**config.mk**
```make
export PLATFORM = sky130hd
export DESIGN_NAME = sd_cmd_line_engine
export DESIGN_NICKNAME = d
export VERILOG_FILES = /design/src/rtl/sd_cmd_pkg.sv /design/src/rtl/sd_crc7.sv /design/src/rtl/sd_cmd_line_engine.sv
export SDC_FILE = /design/constraint.sdc
export NUM_CORES = 1
export LEC_CHECK = 0
export BUFFER_PORTS_ARGS = -buffer_cell sky130_fd_sc_hd__buf_4
export CAP_MARGIN = 0
export CORE_ASPECT_RATIO = 0.5
export CORE_UTILIZATION = 35
export DETAILED_ROUTE_END_ITERATION = 7
export PLACE_DENSITY = 0.53
export SLEW_MARGIN = 0
export SYNTH_ARGS = -nofsm -noshare
export SYNTH_HDL_FRONTEND = slang
export SYNTH_HIERARCHICAL = 1
export SYNTH_SLANG_ARGS = --single-unit
```
**constraint.sdc**
```tcl
create_clock -name clk_SD -period 19.5 [get_ports clk_SD]
set_clock_uncertainty 0.2 [all_clocks]
set_input_delay 1.95 -clock clk_SD [delete_from_list [all_inputs] [get_ports clk_SD]]
set_output_delay 1.95 -clock clk_SD [all_outputs]
set_load 0.01 [all_outputs]
```
**src/rtl/sd_cmd_pkg.sv**
```systemverilog
// rtl/sd_cmd_pkg.sv - shared encodings and CRC7 helper for the SD CMD line engine
//
// Contents: response-type and FSM state encodings, CRC7 polynomial,
// command frame length, and a single-step serial CRC7 function.

package sd_cmd_pkg;

    typedef enum logic [1:0] {
        RESP_NONE        = 2'b00,
        RESP_SHORT       = 2'b01,
        RESP_LONG        = 2'b10,
        RESP_SHORT_NOCRC = 2'b11
    } resp_type_e;

    typedef enum logic [2:0] {
        ST_IDLE      = 3'd0,
        ST_SEND      = 3'd1,
        ST_WAIT_RESP = 3'd2,
        ST_RECV      = 3'd3,
        ST_GAP       = 3'd4
    } state_e;

    localparam logic [6:0] CRC7_POLY      = 7'h09;
    localparam int         CMD_FRAME_BITS = 48;

    // One serial step of x^7 + x^3 + 1, MSB-first data.
    function automatic logic [6:0] crc7_step(input logic [6:0] crc, input logic din);
        logic fb;
        fb = din ^ crc[6];
        return {crc[5:0], 1'b0} ^ (fb ? CRC7_POLY : 7'h00);
    endfunction

endpackage

```
**src/rtl/sd_crc7.sv**
```systemverilog
// rtl/sd_crc7.sv - serial CRC7 accumulator (x^7 + x^3 + 1, seed 0)
//
// Ports:
//   clk_i  - clock
//   rst_i  - asynchronous active-high reset
//   clr_i  - synchronous clear to zero (wins over en_i)
//   en_i   - fold din_i into the CRC this edge
//   din_i  - serial data bit, MSB first
//   crc_o  - current CRC register value

module sd_crc7
    import sd_cmd_pkg::*;
(
    input  logic       clk_i,
    input  logic       rst_i,
    input  logic       clr_i,
    input  logic       en_i,
    input  logic       din_i,
    output logic [6:0] crc_o
);

    logic [6:0] crc_q;
    logic [6:0] crc_d;

    always_comb begin
        crc_d = crc_q;
        if (clr_i) begin
            crc_d = '0;
        end else if (en_i) begin
            crc_d = crc7_step(crc_q, din_i);
        end
    end

    always_ff @(posedge clk_i or posedge rst_i) begin
        if (rst_i) begin
            crc_q <= '0;
        end else begin
            crc_q <= crc_d;
        end
    end

    assign crc_o = crc_q;

endmodule

```
**src/rtl/sd_cmd_line_engine.sv**
```systemverilog
// rtl/sd_cmd_line_engine.sv - SD CMD-line framer/serialiser and response receiver
//
// Ports:
//   clk_SD, reset_host          - sole clock, async active-high reset
//   cmd_start/index/argument    - host request; captured when accepted in IDLE
//   resp_type                   - 00 none, 01 short checked, 10 long, 11 short unchecked
//   cmd_busy, cmd_done          - busy level and one-cycle completion pulse
//   response                    - received frame, MSB first, right-aligned
//   timeout/crc/index/end_bit_error - response status, held until next accept
//   cmd_pin_out, cmd_oe, cmd_pin_in - CMD pad interface

module sd_cmd_line_engine
    import sd_cmd_pkg::*;
#(
    parameter int SHORT_RESP_BITS = 48,
    parameter int LONG_RESP_BITS  = 136,
    parameter int TIMEOUT_CYCLES  = 64,
    parameter int NCC_CYCLES      = 8,
    parameter int CNT_W           = 8
) (
    input  logic                      clk_SD,
    input  logic                      reset_host,
    input  logic                      cmd_start,
    input  logic [5:0]                cmd_index,
    input  logic [31:0]               cmd_argument,
    input  logic [1:0]                resp_type,
    output logic                      cmd_busy,
    output logic                      cmd_done,
    output logic [LONG_RESP_BITS-1:0] response,
    output logic                      timeout_error,
    output logic                      crc_error,
    output logic                      index_error,
    output logic                      end_bit_error,
    output logic                      cmd_pin_out,
    output logic                      cmd_oe,
    input  logic                      cmd_pin_in
);

    if ((2 ** CNT_W) <= LONG_RESP_BITS || (2 ** CNT_W) <= TIMEOUT_CYCLES ||
        (2 ** CNT_W) <= NCC_CYCLES) begin : g_cnt_w_check
        $error("sd_cmd_line_engine: CNT_W too narrow for counters");
    end

    localparam logic [CNT_W-1:0] SEND_LAST = CNT_W'(CMD_FRAME_BITS - 1);
    // Edge at which the TX CRC is complete and its MSB goes on the line.
    localparam logic [CNT_W-1:0] CRC_SWAP  = CNT_W'(CMD_FRAME_BITS - 9);
    localparam logic [CNT_W-1:0] TMO_LAST  = CNT_W'(TIMEOUT_CYCLES - 1);
    localparam logic [CNT_W-1:0] NCC_LAST  = CNT_W'(NCC_CYCLES - 1);
    localparam logic [CNT_W-1:0] CRC_LOW   = CNT_W'(8);

    state_e                    state_q, state_d;
    logic [CNT_W-1:0]          cnt_q, cnt_d;
    logic [46:0]               tx_sr_q, tx_sr_d;
    logic [5:0]                idx_q, idx_d;
    resp_type_e                rtype_q, rtype_d;
    logic [LONG_RESP_BITS-1:0] resp_q, resp_d;
    logic                      busy_q, busy_d;
    logic                      done_q, done_d;
    logic                      tmo_q, tmo_d;
    logic                      crc_err_q, crc_err_d;
    logic                      idx_err_q, idx_err_d;
    logic                      end_err_q, end_err_d;
    logic                      pin_q, pin_d;
    logic                      oe_q, oe_d;

    logic                      accept;
    logic [CNT_W-1:0]          resp_last;
    logic [CNT_W-1:0]          crc_top;
    logic [CNT_W-1:0]          rx_bit_idx;
    logic [LONG_RESP_BITS-1:0] resp_shift;
    logic                      tx_en, rx_en;
    logic [6:0]                tx_crc, rx_crc;

    assign accept     = (state_q == ST_IDLE) && cmd_start;
    assign resp_last  = (rtype_q == RESP_LONG) ? CNT_W'(LONG_RESP_BITS - 1)
                                               : CNT_W'(SHORT_RESP_BITS - 1);
    // Long responses exclude the 8-bit header from the CRC; short ones include it.
    assign crc_top    = (rtype_q == RESP_LONG) ? CNT_W'(LONG_RESP_BITS - 9)
                                               : CNT_W'(SHORT_RESP_BITS - 1);
    assign rx_bit_idx = resp_last - cnt_q;
    assign resp_shift = {resp_q[LONG_RESP_BITS-2:0], cmd_pin_in};

    // The start bit (0) is never fed: with seed 0 a leading zero leaves CRC7 unchanged.
    assign tx_en = (state_q == ST_SEND) && (cnt_q < CRC_SWAP);
    assign rx_en = (state_q == ST_RECV) && (rx_bit_idx >= CRC_LOW) && (rx_bit_idx <= crc_top);

    sd_crc7 u_tx_crc (
        .clk_i (clk_SD),
        .rst_i (reset_host),
        .clr_i (accept),
        .en_i  (tx_en),
        .din_i (tx_sr_q[46]),
        .crc_o (tx_crc)
    );

    sd_crc7 u_rx_crc (
        .clk_i (clk_SD),
        .rst_i (reset_host),
        .clr_i (accept),
        .en_i  (rx_en),
        .din_i (cmd_pin_in),
        .crc_o (rx_crc)
    );

    always_ff @(posedge clk_SD or posedge reset_host) begin
        if (reset_host) begin
            state_q <= ST_IDLE;
        end else begin
            state_q <= state_d;
        end
    end

    always_comb begin
        state_d = state_q;
        case (state_q)
            ST_IDLE:      if (cmd_start) state_d = ST_SEND;
            ST_SEND:      if (cnt_q == SEND_LAST)
                              state_d = (rtype_q == RESP_NONE) ? ST_GAP : ST_WAIT_RESP;
            ST_WAIT_RESP: if (!cmd_pin_in) state_d = ST_RECV;
                          else if (cnt_q == TMO_LAST) state_d = ST_GAP;
            ST_RECV:      if (cnt_q == resp_last) state_d = ST_GAP;
            ST_GAP:       if (cnt_q == NCC_LAST) state_d = ST_IDLE;
            default:      state_d = ST_IDLE;
        endcase
    end

    always_comb begin
        cnt_d     = cnt_q;
        tx_sr_d   = tx_sr_q;
        idx_d     = idx_q;
        rtype_d   = rtype_q;
        resp_d    = resp_q;
        busy_d    = busy_q;
        done_d    = 1'b0;
        tmo_d     = tmo_q;
        crc_err_d = crc_err_q;
        idx_err_d = idx_err_q;
        end_err_d = end_err_q;
        pin_d     = 1'b1;
        oe_d      = 1'b0;
        case (state_q)
            ST_IDLE: begin
                if (cmd_start) begin
                    idx_d     = cmd_index;
                    rtype_d   = resp_type_e'(resp_type);
                    resp_d    = '0;
                    tmo_d     = 1'b0;
                    crc_err_d = 1'b0;
                    idx_err_d = 1'b0;
                    end_err_d = 1'b0;
                    busy_d    = 1'b1;
                    cnt_d     = '0;
                    // Low byte is replaced by the CRC and end bit at CRC_SWAP.
                    tx_sr_d   = {1'b1, cmd_index, cmd_argument, 8'h01};
                    pin_d     = 1'b0;
                    oe_d      = 1'b1;
                end
            end
            ST_SEND: begin
                if (cnt_q == SEND_LAST) begin
                    cnt_d = '0;
                end else begin
                    cnt_d = cnt_q + 1'b1;
                    oe_d  = 1'b1;
                    if (cnt_q == CRC_SWAP) begin
                        pin_d   = tx_crc[6];
                        tx_sr_d = {tx_crc[5:0], 1'b1, 40'd0};
                    end else begin
                        pin_d   = tx_sr_q[46];
                        tx_sr_d = {tx_sr_q[45:0], 1'b0};
                    end
                end
            end
            ST_WAIT_RESP: begin
                if (!cmd_pin_in) begin
                    resp_d = resp_shift;
                    cnt_d  = CNT_W'(1);
                end else if (cnt_q == TMO_LAST) begin
                    tmo_d = 1'b1;
                    cnt_d = '0;
                end else begin
                    cnt_d = cnt_q + 1'b1;
                end
            end
            ST_RECV: begin
                resp_d = resp_shift;
                if (cnt_q == resp_last) begin
                    cnt_d     = '0;
                    end_err_d = ~cmd_pin_in;
                    crc_err_d = (rtype_q != RESP_SHORT_NOCRC) && (rx_crc != resp_shift[7:1]);
                    idx_err_d = (rtype_q == RESP_SHORT) &&
                                (resp_shift[SHORT_RESP_BITS-3 -: 6] != idx_q);
                end else begin
                    cnt_d = cnt_q + 1'b1;
                end
            end
            ST_GAP: begin
                if (cnt_q == NCC_LAST) begin
                    cnt_d  = '0;
                    done_d = 1'b1;
                    busy_d = 1'b0;
                end else begin
                    cnt_d = cnt_q + 1'b1;
                end
            end
            default: begin
                cnt_d  = '0;
                busy_d = 1'b0;
            end
        endcase
    end

    always_ff @(posedge clk_SD or posedge reset_host) begin
        if (reset_host) begin
            cnt_q     <= '0;
            tx_sr_q   <= '0;
            idx_q     <= '0;
            rtype_q   <= RESP_NONE;
            resp_q    <= '0;
            busy_q    <= 1'b0;
            done_q    <= 1'b0;
            tmo_q     <= 1'b0;
            crc_err_q <= 1'b0;
            idx_err_q <= 1'b0;
            end_err_q <= 1'b0;
            pin_q     <= 1'b1;
            oe_q      <= 1'b0;
        end else begin
            cnt_q     <= cnt_d;
            tx_sr_q   <= tx_sr_d;
            idx_q     <= idx_d;
            rtype_q   <= rtype_d;
            resp_q    <= resp_d;
            busy_q    <= busy_d;
            done_q    <= done_d;
            tmo_q     <= tmo_d;
            crc_err_q <= crc_err_d;
            idx_err_q <= idx_err_d;
            end_err_q <= end_err_d;
            pin_q     <= pin_d;
            oe_q      <= oe_d;
        end
    end

    assign cmd_busy      = busy_q;
    assign cmd_done      = done_q;
    assign response      = resp_q;
    assign timeout_error = tmo_q;
    assign crc_error     = crc_err_q;
    assign index_error   = idx_err_q;
    assign end_bit_error = end_err_q;
    assign cmd_pin_out   = pin_q;
    assign cmd_oe        = oe_q;

endmodule
```
==> flow_metrics.tcl <==
set metrics [dict create \
    rsz0062_at_grt "no" \
    vias 8062 \
    final_cells 1606 \
    drt_pass1_iterations 5 \
    antenna_cells 0 \
    die_width_um 242 \
    max-vdd-ir-drop_uv 85.6 \
    status "completed" \
    cts_max_path_buffers 3 \
    ys_types 58 \
    cts_setup_buffers 0 \
    place_inst 1566 \
    postCtsHoldBufs 0 \
    routedWlPerCell_um 16.0 \
    fin_crit_ps 4170 \
    hp-class "reg -> reg" \
    start_kind "input port" \
    holdWs_ps 269 \
    hold_viol 0 \
    rows 43 \
    drc 0 \
    grt_pass1_vias 7482 \
    cts-resized-gates 0 \
    worst_slew_margin_rel_pct 23.0 \
    p_leak_nw 6.36 \
    fin_nets 1257 \
    grt.met3_usage_pct 3.13 \
    seq_area_um2 5610 \
    required_ps 19740 \
    first_iter_violations 517 \
    cp_cell_sequence "buf_4 > nand2b_1 > nand2_1 > a21oi_4 > buf_4 > nand3_1 > nand2_1" \
    initial_utilization_pct 36.1 \
    synthTopCellsByArea "dfrtp_1 55%, nand2_1 11%, nand3_1 6.6%, a221oi_2 4.7%, nor2_1 3.8%" \
    clk_pin_slew_ps 60 \
    grt_overflow 0 \
    setup-violations-final 0 \
    grt_max_degree 156 \
    synthCells 1069 \
    drive_above_1_share_pct 23.3 \
    drv_slew 0 \
    root_buffer "clkbuf_16" \
    avgSynthCellArea_um2 9.47 \
    cts_made_buffers 22 \
    hpwl_um 16300 \
    arrival_ps 4410 \
    area_growth_syn_to_layout_pct 22.6 \
    power_density_nw_per_um2 121 \
    met1_usage_pct 23.9 \
    synthFlopType "dfrtp_1" \
    cts.htree.levels 1 \
    syn_area_um2 10100 \
    period_share_pct 21.4 \
    top_usage_layer "met2" \
    gp_congestion 0.831 \
    dpl_cell_area_um2 11700 \
    grt_pass1_wl_um 41300 \
    io_buffers 187 \
    synth_top_cell_area_share_pct 55.1 \
    async_flop_share_pct 100 \
    antenna_left 0 \
    antenna_found_initial 0 \
    multi_input_area_um2 4080 \
    die-area_um2 29600 \
    cts_sinks 224 \
    cap_viol_max_count 0 \
    crit_type "in -> reg" \
    mostFrequentLayoutCells "305 x nand2_1, 223 x dfrtp_1, 194 x buf_4, 134 x nand3_1, 102 x nor2_1" \
    ys_seq_area_share_pct 55.4 \
    final_common_cell "nand2_1" \
    clk-insertion-delay-late_ps 520 \
    cp_slowest_cell "a21oi_4" \
    setup_tns_ps 0 \
    cts_tree "yes" \
    grt_usage_pct 17.1 \
    worstMarginPinSlew_ps 1150 \
    synth-edff-count 0 \
    yosysTopAreaCell "dfrtp_1" \
    end_kind "flip-flop" \
    via_per_inst 5.02 \
    yosys_warnings 6 \
    die_h_um 122 \
    clock.fmax_mhz 240 \
    ios 188 \
    path_delay_family "buffers and inverters" \
    fillers 2717 \
    slowest_delay_ps 870 \
    core_area_um2 28000 \
    fin_area_um2 12400 \
    totalWireLength_um 25700 \
    crit_path_max_fanout 84 \
    syn-num-nets 1118 \
    cp_num_buf_inv 2 \
    met2_usage_pct 28.0 \
    synth_seq_cells 224 \
]
cell usage after synthesis, types with 2 or more instances:
cell,number
nand4b_1,3
o41ai_1,2
a21oi_1,9
nand2_1,306
mux2_2,8
mux2i_1,17
buf_1,2
a221oi_2,32
and2_1,4
xor2_1,9
and3_1,2
nor2b_1,3
clkbuf_1,44
o31ai_1,5
nor3_1,5
ha_1,5
a21o_1,9
o32ai_1,2
buf_4,2
dfrtp_1,223
o22ai_1,3
o21a_1,2
nand3_1,134
o21ai_0,25
buf_6,11
inv_1,14
a211oi_2,3
a22oi_1,2
nor4_1,8
a211oi_1,4
o211ai_1,2
nor2_1,102
a31oi_1,4
nand4bb_1,2
nand4_1,4
nand2b_1,4
xnor2_1,12
buf_2,20
o21ai_1,2
path summary, 6_finish.rpt:
| kind | startpoint | slack (ps) | cells after the start | endpoint |
|---|---|---|---|---|
| min reg2reg | tx_sr_q[1] | 270 | 2 | tx_sr_q[1] |
| min | tx_sr_q[1] | 270 | 2 | tx_sr_q[1] |
| max reg2reg | rtype_q[1] | 15860 | 10 | u_rx_crc/crc_o[0] |
| max | cmd_pin_in | 15330 | 7 | response[37] |
| max in group asynchronous | reset_host | 16250 | 3 | response[39] |
| min in group asynchronous | reset_host | 1210 | 2 | u_rx_crc/crc_o[2] |
worst register-to-register path, cell delays in order (launching register included):
cell,delay (ps)
dfrtp_1,470
nor2b_1,460
inv_1,160
ha_1,370
a21oi_1,110
or3_1,350
a221o_1,340
o21ai_0,170
and4b_1,590
nor2_1,80
a211oi_1,260
layer usage:
layer  wire (um)  vias up
met5           0        -
met4         401        0
met3         907       32
met2       12600      141
met1       11800     4002
li1            -     3887
report_power, final:
part	total (mW)	internal (mW)	switching [mW]	leakage (nW)
Clock	0.429	0.244	0.184	0.369
Combinational	0.468	0.144	0.323	3.01
Sequential	0.602	0.537	0.0657	2.98
per-stage QoR:
step / utilization (%) / power [mW] / setup slack, ps
CTS: 44.3 / 1.52 / 15350
floorplan: - / 0.988 / 11610
global placement: 41.7 / 1.07 / 14880
detailed placement: 41.7 / 1.08 / 14820
finish: 44.3 / 1.50 / 15330
global route: 44.3 / 1.60 / 15120
cell type report:
| cell class | count | share of cell area, % |
|---|---|---|
| multi-input cells | 751 | 32.8 |
| repair buffers | 194 | 11.7 |
| well taps | 382 | 3.85 |
| flip-flops and latches | 224 | 45.2 |
| clock buffers | 30 | 5.16 |
| clock inverters | 10 | 0.696 |
| inverters | 15 | 0.524 |
state kept, by name, summed over array words and instances (netlist names), 2 cells and up:
signal,flops
response,136
tx_sr_q,47
cnt_q,8
u_rx_crc/crc_o,7
u_tx_crc/crc_o,7
idx_q,6
state_q,3
rtype_q,2
cell families after synthesis:
| logic type | Yosys count | share of synthesized area, % |
|---|---|---|
| buffers and inverters | 94 | 4.64 |
| muxes | 25 | 2.57 |
| AOI/OAI and AO/OA | 114 | 10.2 |
| and+or+nand+nor | 586 | 24.8 |
| adders and majority gates | 5 | 0.618 |
| DFF | 224 | 55.4 |
| xor gates and xnor gates | 21 | 1.82 |
Power figures use the tool's default switching activity.
